$ cat config.mk
export PLATFORM = sky130hd
export DESIGN_NAME = wb_arbiter
export DESIGN_NICKNAME = d
export VERILOG_FILES = /design/src/rtl/wb_arbiter.sv
export SDC_FILE = /design/constraint.sdc
export NUM_CORES = 1
export LEC_CHECK = 0
export BUFFER_PORTS_ARGS = -buffer_cell sky130_fd_sc_hd__buf_2
export CAP_MARGIN = 15
export CORE_ASPECT_RATIO = 1.4
export CORE_MARGIN = 10
export CORE_UTILIZATION = 42
export DETAILED_ROUTE_END_ITERATION = 10
export PLACE_DENSITY = 0.81
export SLEW_MARGIN = 5
export SYNTH_ARGS = -nofsm -noshare
export SYNTH_HDL_FRONTEND = slang
export SYNTH_SLANG_ARGS = --single-unit
$ cat constraint.sdc
create_clock -name clk -period 3.3 [get_ports clk]
set_input_delay 0.66 -clock clk [delete_from_list [all_inputs] [get_ports clk]]
set_output_delay 0.66 -clock clk [all_outputs]
set_load 0.05 [all_outputs]
$ cat src/rtl/wb_arbiter.sv
// Writeback arbiter: merges NSRC result channels onto one registered register-file write port.
// Fixed-priority by default; define WB_RR_ARB_EN for round-robin arbitration.
module wb_arbiter #(
  parameter int NSRC = 4,
  parameter int DW   = 32,
  parameter int RW   = 5
) (
  input  logic               clk,
  input  logic               rst,
  input  logic               flush,
  input  logic [NSRC-1:0]    src_valid,
  output logic [NSRC-1:0]    src_ready,
  input  logic [NSRC*RW-1:0] src_regf,
  input  logic [NSRC*DW-1:0] src_data,
  output logic               rd_we,
  output logic [RW-1:0]      rd_regf,
  output logic [DW-1:0]      rd_data,
  output logic               wb_busy
);

  localparam int IW = $clog2(NSRC);

  logic [NSRC-1:0] live;
  logic [NSRC-1:0] null_req;
  logic [NSRC-1:0] gnt_oh;
  logic [IW-1:0]   gnt_idx;
  logic            gnt_any;
  logic            arb_en;
  logic            gnt_vld;

  logic            rd_we_q,   rd_we_d;
  logic [RW-1:0]   rd_regf_q, rd_regf_d;
  logic [DW-1:0]   rd_data_q, rd_data_d;

  always_comb begin
    // NOTE: every combinationally written signal gets a default first, so no path can infer a latch.
    live     = '0;
    null_req = '0;
    for (int i = 0; i < NSRC; i++) begin
      live[i]     = src_valid[i] && (src_regf[i*RW +: RW] != '0);
      null_req[i] = src_valid[i] && (src_regf[i*RW +: RW] == '0);
    end
  end

`ifdef WB_RR_ARB_EN
  logic [IW-1:0] ptr_q, ptr_d;
  logic [IW-1:0] cand_idx;

  // Search upward from the pointer, wrapping to channel 0.
  always_comb begin
    gnt_idx  = '0;
    gnt_any  = 1'b0;
    cand_idx = '0;
    for (int k = 0; k < NSRC; k++) begin
      cand_idx = IW'((int'(ptr_q) + k) % NSRC);
      if (!gnt_any && live[cand_idx]) begin
        gnt_any = 1'b1;
        gnt_idx = cand_idx;
      end
    end
  end

  always_comb begin
    ptr_d = ptr_q;
    if (gnt_vld) begin
      ptr_d = (gnt_idx == IW'(NSRC - 1)) ? '0 : gnt_idx + IW'(1);
    end
  end
`else
  // Lowest live channel index wins.
  always_comb begin
    gnt_idx = '0;
    gnt_any = 1'b0;
    for (int i = NSRC - 1; i >= 0; i--) begin
      if (live[i]) begin
        gnt_any = 1'b1;
        gnt_idx = IW'(i);
      end
    end
  end
`endif

  always_comb begin
    arb_en  = !rst && !flush;
    gnt_vld = arb_en && gnt_any;
    gnt_oh  = '0;
    gnt_oh[gnt_idx] = gnt_vld;

    if (rst) begin
      src_ready = '0;
    end else if (flush) begin
      src_ready = src_valid;
    end else begin
      src_ready = null_req | gnt_oh;
    end

    // Two or more live requests means at least one is left waiting.
    wb_busy = arb_en && ((live & (live - NSRC'(1))) != '0);

    rd_we_d   = gnt_vld;
    rd_regf_d = '0;
    rd_data_d = rd_data_q;
    if (gnt_vld) begin
      rd_regf_d = src_regf[gnt_idx*RW +: RW];
      rd_data_d = src_data[gnt_idx*DW +: DW];
    end
  end

  always_ff @(posedge clk) begin
    // NOTE: state registers use non-blocking assignments so every flop samples pre-edge values.
    if (rst) begin
      rd_we_q   <= 1'b0;
      rd_regf_q <= '0;
      rd_data_q <= '0;
`ifdef WB_RR_ARB_EN
      ptr_q     <= '0;
`endif
    end else begin
      rd_we_q   <= rd_we_d;
      rd_regf_q <= rd_regf_d;
      rd_data_q <= rd_data_d;
`ifdef WB_RR_ARB_EN
      ptr_q     <= ptr_d;
`endif
    end
  end

  assign rd_we   = rd_we_q;
  assign rd_regf = rd_regf_q;
  assign rd_data = rd_data_q;

endmodule

==> flow_metrics.env, run 1 <==
export IMPL_status="complete, no violations"
export IMPL_syn_nets=531
export IMPL_ant_nets=0
export IMPL_slowest_delay_ns=0.59
export IMPL_drive_gt1_frac=0.419
export IMPL_syn_avg_cell_area_sq_um=7.47
export IMPL_num_vias=3785
export IMPL_clock_skew_ns=0
export IMPL_yosys_cell_types_count=37
export IMPL_path_max_fanout=14
export IMPL_syn_area_sq_um=2810
export IMPL_synth_edf_count=0
export IMPL_clock_latency_ns=0.28
export IMPL_cts_resized=0
export IMPL_r2r_start="rd_data[0]"
export IMPL_die_w_microns=89.1
export IMPL_cts_max_level=2
export IMPL_antenna_found_initial=1
export IMPL_tightest_slew_ns=0.607
export IMPL_hpwl_mm=9.56
export IMPL_die_h_microns=117
export IMPL_ctsHoldBuffers=0
export IMPL_hold_viol_final=0
export IMPL_drtIter0Drc=232
export IMPL_hold_start="rd_data[14]"
export IMPL_grt_start_max_net_pins=48
export IMPL_yosysSeqAreaShare=0.271
export IMPL_wl_per_cell_microns=19.4
export IMPL_ys_ff_latch=38
export IMPL_total_power_w=0.00137
export IMPL_min_period_ns=3.09
export IMPL_synth_ff_type="dfxtp_1"
export IMPL_yosys_warnings=0
export IMPL_grt_total_usage=0.218
export IMPL_path_class="input pin to output port"
export IMPL_async_reset_ff_frac=0
export IMPL_critPathLaunch="src_regf[11]"
export IMPL_io_buffers=197
export IMPL_layout_nets=712
export IMPL_gp_congestion=0.946
export IMPL_dieArea_sq_um=10400
export IMPL_ios=198
export IMPL_worst_path_max_delay_cell="or4_1"
export IMPL_max_freq_mhz=324
export IMPL_postPlaceCellArea_sq_um=3900
export IMPL_end_kind="output port"
export IMPL_core_area_sq_um=6530
export IMPL_cts_root_buf="clkbuf_8"
export IMPL_grt_setup_unrepaired="false"
export IMPL_path_clk_slew_ns=0.07
export IMPL_total_leakage_power_nw=1.97
export IMPL_finalSetupViolations=0
export IMPL_cp_num_buf_inv=3
export IMPL_cap_viol_max_count=0
export IMPL_cts_made_buffers=5
export IMPL_syn_to_final_growth_pct=42.3
export IMPL_max_slew_margin_rel=0.592
export IMPL_p_per_area_nw_per_um2=344
export IMPL_placementRows=35
export IMPL_preCtsSetupSlack_ns=0.197
export IMPL_timing_final_ws_setup_ns=0.209
export IMPL_fin_crit_sh=0.937
export IMPL_clock_path_buffers=2
export IMPL_stdcell_area_sq_um=4000
export IMPL_min_path_type="flip-flop to flip-flop"
export IMPL_via_per_inst=5.98
export IMPL_totalWireLength_mm=12.3
export IMPL_cts_tree="done"
export IMPL_tns_ns=0
export IMPL_firstDrtPassIters=5
export IMPL_grt_pass1_vias=3817
export IMPL_maxSlewViolCount=0
export IMPL_cts_num_sinks=38
export IMPL_crit_family="compound AO/OA/AOI/OAI gates"
export IMPL_worstPathRequired_ns=2.64
export IMPL_crit_arrival_ns=2.43
export IMPL_drc=0
export IMPL_cts_setup_buffers=0
export IMPL_cpMostUsedCell="buf_2"
export IMPL_path_cells="buf_2, or4_1, buf_4, o21a_2, o31ai_1, a21oi_1, buf_2"
export IMPL_synthCells=376
export IMPL_grt_pass1_wl_mm=18.2
export IMPL_grt_ovfl_total=0
export IMPL_initial_core_util=0.430
export IMPL_ir_worst_vdd_mv=0.238
export IMPL_finish_utilization=0.612
export IMPL_start_kind="input pin"
where the power goes:
part	switching, W	internal [W]
clock	0.000161	0.000168
combinational	0.000342	0.000191
sequential	0.0000178	0.000494
total	0.000521	0.000853
cells in the mapped netlist (4+ instances only):
master | instances | area (sq um)
dfxtp_1 | 38 | 761
inv_1 | 35 | 131
clkbuf_1 | 29 | 109
o211ai_1 | 28 | 210
o31ai_1 | 28 | 210
nand2_1 | 26 | 97.6
o21ai_0 | 25 | 125
a221oi_1 | 23 | 201
and3_1 | 22 | 138
nand3b_1 | 22 | 165
a21o_1 | 15 | 113
nand3_1 | 14 | 70.1
a21oi_1 | 11 | 55.1
buf_2 | 10 | 50.1
a22oi_1 | 5 | 37.5
a31oi_1 | 5 | 31.3
o21ai_1 | 5 | 25.0
o221ai_1 | 5 | 43.8
nor2_1 | 4 | 15.0
nor3_1 | 4 | 20.0
routing by layer:
metal / track usage / up-vias / routed length, microns
met5: 0 / - / 0
met4: 0.0872 / 0 / 324
met3: 0.0551 / 31 / 1200
met2: 0.391 / 227 / 6360
met1: 0.234 / 1737 / 4400
li1: - / 1790 / -
metrics by stage:
stage,instances,hold slack (ns)
CTS,632,0.480
floorplan,376,0.681
detailed placement,624,0.467
finish,633,0.473
global placement,624,0.452
global route,632,0.515
placed cells by master, fill, tap and decap left out, types with 18 or more instances in the layout:
cell,netlist,routed
o31ai_1,28,28
a221oi_1,23,23
inv_1,35,35
o211ai_1,28,28
dfxtp_1,38,38
o21ai_0,25,25
buf_2,10,197
nand2_1,26,26
and3_1,22,22
buf_4,2,18
nand3b_1,22,22
worst paths after layout:
kind,end,depth (start not counted),slack (ns)
worst max-delay path,wb_busy,7,0.21
worst min-delay path,rd_data[14],2,0.47
worst max register to register,rd_data[0],2,2.67
worst min register to register,rd_data[14],2,0.47
registers in the layout, summed over array words and instances (netlist names):
signal and count:
rd_regf 5, rd_we 1, rd_data 32
worst min-delay path, delay by kind of cell (launching register included):
family	cells	cell delay [ns]
AOI/OAI and AO/OA	1	0.06
and+or+nand+nor	1	0.05
DFF	1	0.31
kinds of logic (layout without fill, tap and decap cells):
kind of cell,Yosys count,in the layout,synth area share
DFF,38,38,0.271
and+or+nand+nor,101,101,0.202
AOI/OAI and AO/OA,160,160,0.417
other,0,1,0
buffers and inverters,77,259,0.110
layout make-up:
type	count	area [sq um]
clock buffer	6	82.6
timing repair buffer	216	1140
clock inverter	2	12.5
tap	74	92.6
antenna	1	2.50
inverter	35	131
fill	601	2530
multi-input combinational	261	1770
sequential	38	761
No activity file was read; power rests on OpenSTA's default activity.
==> run 2: changes to the inputs <==
- CORE_UTILIZATION: 42 -> 45
- PLACE_DENSITY: 0.81 -> 0.86
- clock period: 3.3 -> 3.8 ns (I/O delays scaled with it)
==> run 2 against run 1 <==
Critical path depth stayed put; first-iteration DRC count is 23% higher; clock skew stayed put; register-to-register slack better by 0.43 ns; final cell count is 0.79% lower; critical path type unchanged; largest cell class unchanged.
==> flow_metrics.env, run 2 (synthesis results as in run 1) <==
export IMPL_total_power_w=0.00120
export IMPL_drc=0
export IMPL_layout_nets=708
export IMPL_maxSlewViolCount=0
export IMPL_totalWireLength_mm=12.4
export IMPL_ctsHoldBuffers=0
export IMPL_crit_family="simple AND/OR/NAND/NOR gates"
export IMPL_layout_common_cells="197 x buf_2, 38 x dfxtp_1, 35 x inv_1"
export IMPL_antenna_found_initial=2
export IMPL_worstPathRequired_ns=3.04
export IMPL_status="complete, no violations"
export IMPL_firstDrtPassIters=4
export IMPL_timing_final_ws_setup_ns=0.535
export IMPL_p_per_area_nw_per_um2=303
export IMPL_cts_made_buffers=5
export IMPL_core_area_sq_um=6130
export IMPL_via_per_inst=6.01
export IMPL_layout_commonest_cell="buf_2"
export IMPL_end_kind="output port"
export IMPL_slowest_delay_ns=0.67
export IMPL_grt_total_usage=0.236
export IMPL_io_buffers=197
export IMPL_worst_path_max_delay_cell="or4_1"
export IMPL_grt_setup_unrepaired="false"
export IMPL_clock_latency_ns=0.29
export IMPL_num_vias=3774
export IMPL_finalSetupViolations=0
export IMPL_max_freq_mhz=306
export IMPL_cts_setup_buffers=0
export IMPL_cpMostUsedCell="buf_2"
export IMPL_gp_congestion=0.938
export IMPL_whs_ns=0.469
export IMPL_preCtsSetupSlack_ns=0.555
export IMPL_fillCellCount=562
export IMPL_tightest_slew_ns=1.03
export IMPL_min_period_ns=3.26
export IMPL_fin_crit_sh=0.859
export IMPL_syn_to_final_growth_pct=41.0
export IMPL_start_kind="input pin"
export IMPL_ant_nets=0
export IMPL_die_h_microns=113
export IMPL_placementRows=34
export IMPL_clock_skew_ns=0
export IMPL_hpwl_mm=9.63
export IMPL_grt_start_max_net_pins=61
export IMPL_grt_pass1_wl_mm=19.3
export IMPL_path_max_fanout=12
export IMPL_ir_worst_vdd_mv=0.164
export IMPL_cp_num_buf_inv=3
export IMPL_grt_ovfl_total=0
export IMPL_tns_ns=0
export IMPL_hold_viol_final=0
export IMPL_path_class="input pin to output port"
export IMPL_drtIter0Drc=285
export IMPL_total_leakage_power_nw=1.95
export IMPL_ios=198
export IMPL_cap_viol_max_count=0
export IMPL_cts_num_sinks=38
export IMPL_cts_tree="done"
export IMPL_largest_reg_flops=32
export IMPL_initial_core_util=0.458
export IMPL_crit_arrival_ns=2.50
export IMPL_path_cells="buf_2, or4_1, o21ai_0, buf_4, a221oi_1, nor3_2, buf_2"
export IMPL_cts_max_level=2
export IMPL_clock_path_buffers=2
export IMPL_path_clk_slew_ns=0.08
export IMPL_cts_root_buf="clkbuf_8"
export IMPL_dieArea_sq_um=9840
export IMPL_wl_per_cell_microns=19.7
export IMPL_max_slew_margin_rel=0.310
export IMPL_cts_resized=0
export IMPL_grt_pass1_vias=3933
export IMPL_stdcell_area_sq_um=3960
export IMPL_postPlaceCellArea_sq_um=3860
export IMPL_die_w_microns=86.8
export IMPL_drive_gt1_frac=0.415
export IMPL_min_path_type="flip-flop to flip-flop"
## run 2: changes by cell type in the layout (fill, tap and decap cells not counted)
cell	previous run	this run
buf_4	18	14
diode_2	1	2
nor3_2	0	1
nor3_4	1	0
## run 2: per-stage QoR
step | std cells | utilization
after floorplan | 376 | -
after global placement | 618 | 0.630
after detailed placement | 618 | 0.630
after CTS | 626 | 0.645
after global routing | 627 | 0.646
final | 628 | 0.646
## run 2: worst min-delay path: stages, from the launching register on
cell and delay (ns):
dfxtp_1 0.31, nand2_1 0.05, a31oi_1 0.06
## run 2: worst paths after layout
kind	from	endpoint	slack [ns]	cells after the start
worst min-delay path	rd_data[23]	rd_data[23]	0.47	2
worst min register to register	rd_data[23]	rd_data[23]	0.47	2
worst max-delay path	src_regf[11]	src_ready[3]	0.54	7
worst max register to register	rd_data[1]	rd_data[1]	3.10	2
## run 2: routing by layer
metal  up-vias  GRT usage  routed length [microns]
met1      1751      0.236                     4230
met4         0      0.114                      439
met5         -          0                        0
met2       197      0.410                     6380
li1       1788          -                        -
met3        38     0.0970                     1330
## run 2: final cells by class
| type | count | area [sq um] | share of cell area |
|---|---|---|---|
| Clock inverter | 2 | 12.5 | 0.00316 |
| Sequential cell | 38 | 761 | 0.192 |
| Antenna cell | 2 | 5.00 | 0.00126 |
| Tap cell | 72 | 90.1 | 0.0228 |
| Timing Repair Buffer | 212 | 1110 | 0.281 |
| Multi-Input combinational cell | 261 | 1770 | 0.446 |
| Inverter | 35 | 131 | 0.0332 |
| Clock buffer | 6 | 82.6 | 0.0209 |
## run 2: power breakdown
| part | total, W | internal [W] | switching (W) |
|---|---|---|---|
| logic | 0.000461 | 0.000163 | 0.000297 |
| clock network | 0.000295 | 0.000146 | 0.000149 |
| registers | 0.000443 | 0.000429 | 0.0000143 |
==> run 3: changes to the inputs <==
- CORE_MARGIN: 10 -> not set
- CORE_UTILIZATION: 45 -> 38
- PLACE_DENSITY: 0.86 -> 0.77
- clock period: 3.8 -> 2.92 ns (I/O delays scaled with it)
==> run 3 against run 2 <==
Non-clock buffer count up 7; sequential share of layout area down 0.60 points; via count down 1.5%; hold slack better by 0.0047 ns; critical endpoint unchanged; cell area up 3.2%; count of clock-buffer cells in the layout unchanged; largest cell class unchanged.
==> flow_metrics.env, run 3 (synthesis results as in run 1) <==
export IMPL_cts_num_sinks=38
export IMPL_grt_pass1_vias=3534
export IMPL_ctsHoldBuffers=0
export IMPL_total_leakage_power_nw=2.00
export IMPL_cap_viol_max_count=0
export IMPL_wl_per_cell_microns=16.0
export IMPL_clkPwrFrac=0.241
export IMPL_internal_power_w=0.000972
export IMPL_grt_pass1_wl_mm=16.3
export IMPL_p_per_area_nw_per_um2=383
export IMPL_cts_made_buffers=5
export IMPL_layout_commonest_cell="buf_2"
export IMPL_totalWireLength_mm=10.5
export IMPL_hold_viol_final=0
export IMPL_die_w_microns=74.6
export IMPL_ant_nets=0
export IMPL_grt_total_usage=0.268
export IMPL_min_period_ns=2.79
export IMPL_io_buffers=197
export IMPL_max_freq_mhz=358
export IMPL_comb_power_share=0.390
export IMPL_status="complete, no violations"
export IMPL_cts_max_level=2
export IMPL_placementRows=36
export IMPL_firstDrtPassIters=5
export IMPL_preCtsSetupSlack_ns=0.0618
export IMPL_tightest_slew_ns=0.770
export IMPL_min_path_type="flip-flop to flip-flop"
export IMPL_ios=198
export IMPL_cts_root_buf="clkbuf_8"
export IMPL_final_cells=657
export IMPL_end_kind="output port"
export IMPL_fin_crit_sh=0.956
export IMPL_total_power_w=0.00156
export IMPL_max_slew_margin_rel=0.483
export IMPL_switching_power_w=0.000592
export IMPL_core_area_sq_um=7070
export IMPL_initial_core_util=0.397
export IMPL_pwr_share_seq=0.369
export IMPL_maxSlewViolCount=0
export IMPL_clock_path_buffers=2
export IMPL_gp_congestion=0.921
export IMPL_dieArea_sq_um=7740
export IMPL_drc=0
export IMPL_path_class="input pin to output port"
export IMPL_grt_setup_unrepaired="false"
export IMPL_layout_nets=715
export IMPL_crit_arrival_ns=2.21
export IMPL_dp_cells=648
export IMPL_finalSetupViolations=0
export IMPL_path_max_fanout=4
export IMPL_worstPathRequired_ns=2.34
export IMPL_via_per_inst=5.66
export IMPL_syn_to_final_growth_pct=45.5
export IMPL_drtIter0Drc=244
export IMPL_layout_common_cells="197 x buf_2, 38 x dfxtp_1, 35 x inv_1"
export IMPL_timing_final_ws_setup_ns=0.130
export IMPL_cts_tree="done"
export IMPL_largest_reg_flops=32
export IMPL_path_clk_slew_ns=0.07
export IMPL_clock_skew_ns=0
export IMPL_hpwl_mm=7.92
export IMPL_cts_resized=0
export IMPL_switching_share=0.379
export IMPL_grt_start_max_net_pins=44
export IMPL_clock_latency_ns=0.28
export IMPL_antenna_found_initial=1
export IMPL_ir_worst_vdd_mv=0.239
export IMPL_cts_setup_buffers=0
export IMPL_grt_ovfl_total=0
export IMPL_die_h_microns=104
export IMPL_start_kind="input pin"
export IMPL_num_vias=3719
export IMPL_drive_gt1_frac=0.426
## run 3: layer usage
layer | up-vias | GRT usage | wire (microns)
li1 | 1796 | - | -
met1 | 1725 | 0.292 | 4140
met2 | 172 | 0.486 | 5430
met3 | 26 | 0.0428 | 603
met4 | 0 | 0.113 | 318
met5 | - | 0 | 0
## run 3: worst max-delay path, cell delays in order
cell and delay [ns]:
buf_2 0.10, or3_1 0.45, o31a_1 0.31, nor2_4 0.18
a221oi_2 0.10, nor3_4 0.20, buf_2 0.28
## run 3: path summary, 6_finish.rpt
path / from / endpoint / slack [ns] / depth (start not counted)
max: src_regf[1] / src_ready[3] / 0.13 / 7
min: rd_data[23] / rd_data[23] / 0.47 / 2
max reg2reg: rd_data[22] / rd_data[22] / 2.29 / 2
min reg2reg: rd_data[23] / rd_data[23] / 0.47 / 2
## run 3: area by class of cell
type,instances,area [sq um]
fillers,706,2990
multi-input cells,261,1800
repair buffers,219,1180
flip-flops and latches,38,761
inverters,35,131
well taps,95,119
clock buffers,6,82.6
clock inverters,2,12.5
diodes,1,2.50
## run 3: power groups by stage
stage | logic, W | registers, W | clock network [W]
finish | 0.000610 | 0.000577 | 0.000377
global route | 0.000654 | 0.000582 | 0.000410
CTS | 0.000610 | 0.000577 | 0.000387
global placement | 0.000600 | 0.000589 | 0
detailed placement | 0.000609 | 0.000589 | 0
floorplan | 0.000248 | 0.000726 | 0
## run 3: stage by stage
step	hold WS (ns)	util	area, sq um	TNS, ns
global placement	0.456	0.564	3990	0
global route	0.496	0.578	4090	0
floorplan	0.681	-	2890	-0.00570
finish	0.473	0.578	4090	0
detailed placement	0.463	0.564	3990	0
CTS	0.474	0.577	4080	0
